$ cat config.mk
export PLATFORM = sky130hd
export DESIGN_NAME = uart_load_ctrl
export DESIGN_NICKNAME = d
export VERILOG_FILES = /design/src/rtl/uart_load_pkg.sv /design/src/rtl/byte_packer.sv /design/src/rtl/uart_load_ctrl.sv
export SDC_FILE = /design/constraint.sdc
export NUM_CORES = 1
export LEC_CHECK = 0
export CORE_AREA = 2 2 118 97
export DETAILED_ROUTE_END_ITERATION = 6
export DIE_AREA = 0 0 120 99
export HOLD_SLACK_MARGIN = 0.1
export SYNTH_ARGS = -nofsm -noshare
export SYNTH_HDL_FRONTEND = slang
export SYNTH_SLANG_ARGS = --single-unit
$ cat constraint.sdc
create_clock -name clk -period 3.41 [get_ports clk]
set_clock_uncertainty 0.15 [all_clocks]
set_input_delay 0.682 -clock clk [delete_from_list [all_inputs] [get_ports clk]]
set_output_delay 0.682 -clock clk [all_outputs]
set_load 0.005 [all_outputs]
$ cat src/rtl/uart_load_pkg.sv
// rtl/uart_load_pkg.sv - shared types and constants for the UART download sequencer
package uart_load_pkg;

    typedef enum logic [2:0] {
        ST_IDLE = 3'd0,
        ST_SYNC = 3'd1,
        ST_LOAD = 3'd2,
        ST_DONE = 3'd3,
        ST_ERR  = 3'd4
    } state_t;

    localparam logic [7:0] SYNC_BYTE_DEFAULT = 8'hAA;

endpackage

$ cat src/rtl/byte_packer.sv
// rtl/byte_packer.sv - packs received bytes big-endian into 32-bit memory words
module byte_packer #(
    parameter int ADDR_W = 10
) (
    input  logic              clk,
    input  logic              rstn,
    input  logic              clear,
    input  logic              byte_valid,
    input  logic [7:0]        byte_data,
    input  logic              last,
    output logic              mem_we,
    output logic [ADDR_W-1:0] mem_addr,
    output logic [31:0]       mem_wdata,
    output logic              final_write
);

    logic [31:0] shift_q;
    logic [1:0]  lane_q;
    logic        last_q;
    logic [31:0] shifted;
    logic [31:0] packed_word;
    logic        word_done;

    // The shift register always appends at the bottom; a short final word is
    // left-aligned by shifting out the lanes that never arrived.
    assign shifted     = {shift_q[23:0], byte_data};
    assign packed_word = shifted << {2'd3 - lane_q, 3'b000};
    assign word_done   = byte_valid && ((lane_q == 2'd3) || last);
    assign final_write = mem_we && last_q;

    // Byte lane tracking, word capture, one-cycle write strobe and address advance
    always_ff @(posedge clk) begin
        if (!rstn) begin
            shift_q   <= '0;
            lane_q    <= '0;
            last_q    <= 1'b0;
            mem_we    <= 1'b0;
            mem_addr  <= '0;
            mem_wdata <= '0;
        end else if (clear) begin
            shift_q   <= '0;
            lane_q    <= '0;
            last_q    <= 1'b0;
            mem_we    <= 1'b0;
            mem_addr  <= '0;
        end else begin
            mem_we <= word_done;
            if (byte_valid) begin
                shift_q <= shifted;
                lane_q  <= lane_q + 2'd1;
            end
            if (word_done) begin
                mem_wdata <= packed_word;
                last_q    <= last;
            end
            if (mem_we) begin
                mem_addr <= mem_addr + ADDR_W'(1);
            end
        end
    end

endmodule

$ cat src/rtl/uart_load_ctrl.sv
// rtl/uart_load_ctrl.sv - sync handshake, byte download into data memory and uart_tx sharing
module uart_load_ctrl
    import uart_load_pkg::*;
#(
    parameter int         NBYTES    = 1300,
    parameter int         ADDR_W    = 10,
    parameter logic [7:0] SYNC_BYTE = SYNC_BYTE_DEFAULT
) (
    input  logic              clk,
    input  logic              rstn,
    input  logic              start,
    input  logic [7:0]        rx_data,
    input  logic              rx_ready,
    input  logic              rx_ferr,
    output logic [7:0]        tx_data,
    output logic              tx_start,
    input  logic              tx_busy,
    input  logic [7:0]        cpu_tx_data,
    input  logic              cpu_tx_req,
    output logic              cpu_tx_ack,
    output logic              mem_we,
    output logic [ADDR_W-1:0] mem_addr,
    output logic [31:0]       mem_wdata,
    output logic              busy,
    output logic              done,
    output logic              err
);

    localparam int CNT_W = $clog2(NBYTES + 1);

    state_t           state_q;
    state_t           state_d;
    logic             guard_q;
    logic [CNT_W-1:0] count_q;
    logic             byte_valid;
    logic             last_byte;
    logic             pk_clear;
    logic             final_write;

    // Bytes beyond NBYTES (e.g. during the final write cycle) are dropped
    assign byte_valid = (state_q == ST_LOAD) && rx_ready && !rx_ferr
                        && (count_q != CNT_W'(NBYTES));
    assign last_byte  = (count_q == CNT_W'(NBYTES - 1));

    assign busy = (state_q == ST_SYNC) || (state_q == ST_LOAD);
    assign done = (state_q == ST_DONE);
    assign err  = (state_q == ST_ERR);

    byte_packer #(.ADDR_W(ADDR_W)) u_packer (
        .clk         (clk),
        .rstn        (rstn),
        .clear       (pk_clear),
        .byte_valid  (byte_valid),
        .byte_data   (rx_data),
        .last        (last_byte),
        .mem_we      (mem_we),
        .mem_addr    (mem_addr),
        .mem_wdata   (mem_wdata),
        .final_write (final_write)
    );

    // State, byte count and the post-start guard that covers tx_busy's one-cycle lag
    always_ff @(posedge clk) begin
        if (!rstn) begin
            state_q <= ST_IDLE;
            guard_q <= 1'b0;
            count_q <= '0;
        end else begin
            state_q <= state_d;
            guard_q <= tx_start;
            if (pk_clear) begin
                count_q <= '0;
            end else if (byte_valid) begin
                count_q <= count_q + CNT_W'(1);
            end
        end
    end

    // Next state plus uart_tx ownership: sync byte in SYNC, CPU bytes in DONE
    always_comb begin
        state_d    = state_q;
        tx_start   = 1'b0;
        tx_data    = 8'h00;
        cpu_tx_ack = 1'b0;
        pk_clear   = 1'b0;
        case (state_q)
            ST_IDLE: begin
                if (start) state_d = ST_SYNC;
            end
            ST_SYNC: begin
                if (!tx_busy && !guard_q) begin
                    tx_start = 1'b1;
                    tx_data  = SYNC_BYTE;
                    pk_clear = 1'b1;
                    state_d  = ST_LOAD;
                end
            end
            ST_LOAD: begin
                if (final_write) begin
                    state_d = ST_DONE;
                end else if (rx_ready && rx_ferr) begin
                    state_d = ST_ERR;
                end
            end
            ST_DONE: begin
                if (start) begin
                    state_d = ST_SYNC;
                end else if (cpu_tx_req && !tx_busy && !guard_q) begin
                    tx_start   = 1'b1;
                    tx_data    = cpu_tx_data;
                    cpu_tx_ack = 1'b1;
                end
            end
            ST_ERR: begin
                if (start) state_d = ST_SYNC;
            end
            default: state_d = ST_IDLE;
        endcase
    end

endmodule

# After elaboration in Yosys (flattened, before gate mapping)
# Index checks and enable logic that the tools add are counted.
# W data, S select, Z words.
# totals
ff_bits	85
elab_cells	60
inputBits	23
out_inout_bits	56
# classes
eq_ne	10
mux	15
shifts	1
add_sub_neg	4
bitwise_logic	2
n_reduce_logical	19
# op_table
operator	count
$shl A32 B5 Y32	1
$mux W8	3
$pmux W8 S2	1
$mux W3	4
$add A11 B1 Y11 const B	1
$eq A11 B11 Y1 const B	1
$ne A11 B11 Y1 const B	1
$add A10 B1 Y10 const B	1
$logic_and A1 B1 Y1	9
$pmux W3 S3	1
$eq A3 B2 Y1 const B	2
$mux W1	5
$ne A2 B1 Y1 const B	2
$eq A3 B1 Y1 const B	1
$eq A3 B3 Y1 const B	1
$logic_not A1 Y1	3
$logic_not A3 Y1	1
$ne A3 B2 Y1 const B	1
$reduce_and A3 Y1	1
$reduce_or A3 Y1	1
$add A2 B1 Y2 const B	1
$eq A2 B2 Y1 const B	1
$logic_or A1 B1 Y1	2
$not A1 Y1	2
other kinds (4)	4

# Depth between registers and ports, before layout
# logic_depth
word_depth	6
ltp_mapped	7
depth_no_buf	5

# Cells and area by module
# A second synthesis with hierarchy kept.
# unflattened
cells_unflattened	433
area_unflattened_um2	4185.3
# by_module_without_submodules
mod	seq_area_each_um2	cells_each	area_per_inst_um2	instances
byte_packer	1401.3	323	3268.1	1
uart_load_ctrl	300.3	110	917.1	1

# Least setup slack after synthesis
# OpenSTA, ideal clock, no wires.
# synth_timing
kind	input to output
startpoint	input port tx_busy
endpoint	output port tx_start
setup_slack_ps	1206
path_buffers	0
path_stages	2
required_ps	2578
t_arrival_ps	1372
path_cell_list	nor4_2 -> or2_2
# synth_via
elab_chain_cells	6
word_cells_on_any_way	8
cone_classes	mux: 4; reduce/logical: 4
# synth_rtl
element	line	text
start, declared	uart_load_ctrl.sv:17	input logic tx_busy,
$logic_not A1 Y1 (*)	uart_load_ctrl.sv:91, uart_load_ctrl.sv:108	
$logic_and A1 B1 Y1 (2 in a row)	uart_load_ctrl.sv:108	end else if (cpu_tx_req && !tx_busy && !guard_q) begin
$mux W1	uart_load_ctrl.sv:108	
$mux W1	uart_load_ctrl.sv:106	if (start) begin
$pmux W1 S2 (*)	uart_load_ctrl.sv:86	case (state_q)
end, declared	uart_load_ctrl.sv:16	output logic tx_start,
# Every way passes the cells marked *; elsewhere a longest branch is shown, timed or not.

# Worst setup path in the final report
# Same ends and word-level chain as after synthesis.

==> impl_metrics.env <==
export IMPL_ys_async_sr_fraction=0
export IMPL_max_freq_mhz=311
export IMPL_startpoint_type="primary input"
export IMPL_ys_types=48
export IMPL_synth_most_common_cell="dfxtp_1"
export IMPL_synth_edf_count=0
export IMPL_postCtsSetupRepairBufs=0
export IMPL_fin_util=0.504
export IMPL_endpoint_kind="primary output"
export IMPL_post_place_ws_ns=0.207
export IMPL_slowest_stage="clkdlybuf4s50_1"
export IMPL_ys_seq_area_frac=0.408
export IMPL_drc_errors=0
export IMPL_synth_common_cells="dfxtp_1, nand2_1, mux2i_1, nand3_1, a21oi_1"
export IMPL_netlist_area_um2=4170
export IMPL_slew_headroom=0.634
export IMPL_finalCritPeriodShare=0.943
export IMPL_hold_viol=0
export IMPL_setup_tns_ns=0
export IMPL_rows=34
export IMPL_postCtsHoldBufs=0
export IMPL_r2r_cells=6
export IMPL_syn_instance_count=480
export IMPL_gp_congestion=0.773
export IMPL_antenna_found_initial=0
export IMPL_io_pins=79
export IMPL_maxSlewViolCount=0
export IMPL_criticalPathCategory="in -> out"
export IMPL_grt_overflow=0
export IMPL_grt_pass1_wl_um=17000
export IMPL_avgSynthCellArea_um2=8.69
export IMPL_first_pass_iters=4
export IMPL_grt_pass1_vias=3418
export IMPL_critPathMaxFanout=11
export IMPL_cts_root_buf="clkbuf_16"
export IMPL_netlist_area_leader_share=0.408
export IMPL_drt_initial_drc_count=191
export IMPL_clock_sinks=85
export IMPL_synth_nets=507
export IMPL_initial_utilization=0.391
export IMPL_fin_nets=574
export IMPL_cts_tree="built"
export IMPL_die_area_um2=11900
export IMPL_die_w_um=120
export IMPL_cp_arrival_ns=2.38
export IMPL_critical_path_max_stage_delay_ns=0.56
export IMPL_routed_wl_um=10100
export IMPL_ys_dominant_reg_cell="dfxtp_1"
export IMPL_vias=3665
export IMPL_r2r_setup_slack_ns=1.23
export IMPL_layout_area_seq_um2=1700
export IMPL_multi_input_area_um2=2260
export IMPL_yosys_warnings=0
export IMPL_hp_class="reg -> reg"
export IMPL_leakage_nw=2.03
export IMPL_r2r_start="count_q[6]"
export IMPL_drive_above_1_share=0.103
export IMPL_fill_cells=1013
export IMPL_cp_common_cell="clkdlybuf4s50_1"
export IMPL_dp_cells=680
export IMPL_fp_dieH_um=99
export IMPL_avgViaCountPerCell=5.27
export IMPL_clockBufferDepth=2
export IMPL_port_buffers=78
export IMPL_cts_resized=0
export IMPL_gr_usage_all_layers=0.176
export IMPL_hpwl_um=7140
export IMPL_r2r_end="u_packer.mem_wdata[17]"
export IMPL_clkTransAtPathRegs_ns=0.06
export IMPL_power_w=0.00237
export IMPL_cap_violations=0
export IMPL_core_um2=10700
export IMPL_rsz0062_at_grt="false"
export IMPL_path_cells="clkdlybuf4s50_1, nor2_1, and4b_1, or2_2, clkdlybuf4s50_1"
export IMPL_worstSkewPairLatency_ns=0.33
export IMPL_area_delta_synth_final_pct=28.9
export IMPL_grt_max_degree=42
export IMPL_setup_ws_ns=0.196
export IMPL_synth_area_leaders="dfxtp_1, mux2i_1, nand2_1, nand3_1, a21oi_1"
export IMPL_ys_ff_latch=85
export IMPL_synth_area_leader_cell="dfxtp_1"
export IMPL_fin_cells=696
export IMPL_diodes=0
export IMPL_ir_drop_v=0.000272
export IMPL_ant_nets=0
export IMPL_htreeDepth=3
export IMPL_finalSetupViolations=0
export IMPL_status="completed"
export IMPL_critPathRequiredTime_ns=2.58
export IMPL_crit_path_end="tx_start"
export IMPL_cts_buffers_inserted=9
export IMPL_p_per_area_nw_per_um2=441
export IMPL_crit_path_start="tx_busy"
export IMPL_wire_per_inst_um=14.6
export IMPL_worst_pin_slew_ns=0.544
export IMPL_min_period_ns=3.21
-- metal layers --
metal,vias up,routed length [um],global-route usage
li1,1839,-,-
met1,1741,5060,0.244
met2,81,4480,0.274
met3,4,515,0.0440
met4,0,80,0.0489
met5,-,0,0
-- flip-flops by register name, indices dropped and copies added, names as in the netlist --
| register | count |
|---|---|
| count_q | 11 |
| u_packer.mem_addr | 10 |
| guard_q | 1 |
| u_packer.mem_we | 1 |
| state_q | 3 |
| u_packer.last_q | 1 |
| u_packer.mem_wdata | 32 |
| u_packer.shift_q | 24 |
| u_packer.lane_q | 2 |
-- cell type report --
class | instances | share of cell area
inverters | 5 | 0.00349
flip-flops and latches | 85 | 0.316
clock buffers | 12 | 0.0496
multi-input cells | 352 | 0.421
clock inverters | 4 | 0.00838
well taps | 144 | 0.0335
repair buffers | 94 | 0.168
-- kinds of logic (layout without fill, tap and decap cells) --
group                    after synthesis  after routing  share of synthesized area
XOR/XNOR                              11             11                     0.0231
AND/OR/NAND/NOR                      176            176                      0.219
AO/OA/AOI/OAI                        107            107                      0.152
flip-flops                            85             85                      0.408
multiplexers                          54             54                      0.134
adder cells (fa/ha/maj)                4              4                     0.0120
buffers and inverters                 43            115                     0.0513
-- through the flow --
stage                     hold slack, ns  instance area (um2)
after floorplan                    0.304                 4170
after global placement             0.295                 5070
after detailed placement           0.301                 5070
after CTS                          0.309                 5380
after global routing               0.333                 5380
final                              0.307                 5380
-- report_power, final --
part / internal [W] / switching [W]
registers: 0.00101 / 0.0000277
logic: 0.000162 / 0.000165
clock network: 0.000623 / 0.000383
total: 0.00179 / 0.000576
-- critical path, delay by kind of cell --
family / cells / cell delay, ns
and+or+nand+nor: 3 / 0.70
buffers and inverters: 2 / 1.00
-- how the worst min path moves through the flow --
stage,slack (ns),endpoint,startpoint,depth (start not counted)
2_1_floorplan,0.30,u_packer.shift_q[16],u_packer.shift_q[16],2
3_5_place_dp,0.30,u_packer.mem_wdata[3],u_packer.mem_wdata[3],2
6_report,0.31,u_packer.mem_wdata[6],u_packer.mem_wdata[6],2
4_1_cts,0.31,u_packer.mem_wdata[3],u_packer.mem_wdata[3],2
5_1_grt,0.33,u_packer.mem_wdata[26],u_packer.mem_wdata[26],2
3_3_place_gp,0.30,u_packer.mem_wdata[0],u_packer.mem_wdata[0],2
-- cells in the final DEF (no fill, tap or decap), types with 3 or more instances in the layout --
cell type and count:
xnor2_1 3, ha_1 4, clkdlybuf4s50_1 78, nand4_1 5
a21oi_1 37, clkinv_2 3, nor2b_1 3, nor2_1 15
a21o_1 4, o211ai_1 8, xor2_1 8, or3_1 8
a311oi_1 4, a22o_1 5, dfxtp_1 85, clkbuf_16 9
and3_1 5, o21ai_0 36, inv_1 5, mux2i_1 38
and2_1 10, nand2_1 69, and4_1 3, mux2_2 16
buf_4 16, clkbuf_8 3, nand3_1 38, a31oi_1 4
nand3b_1 4
No activity file was read; power rests on OpenSTA's default activity.
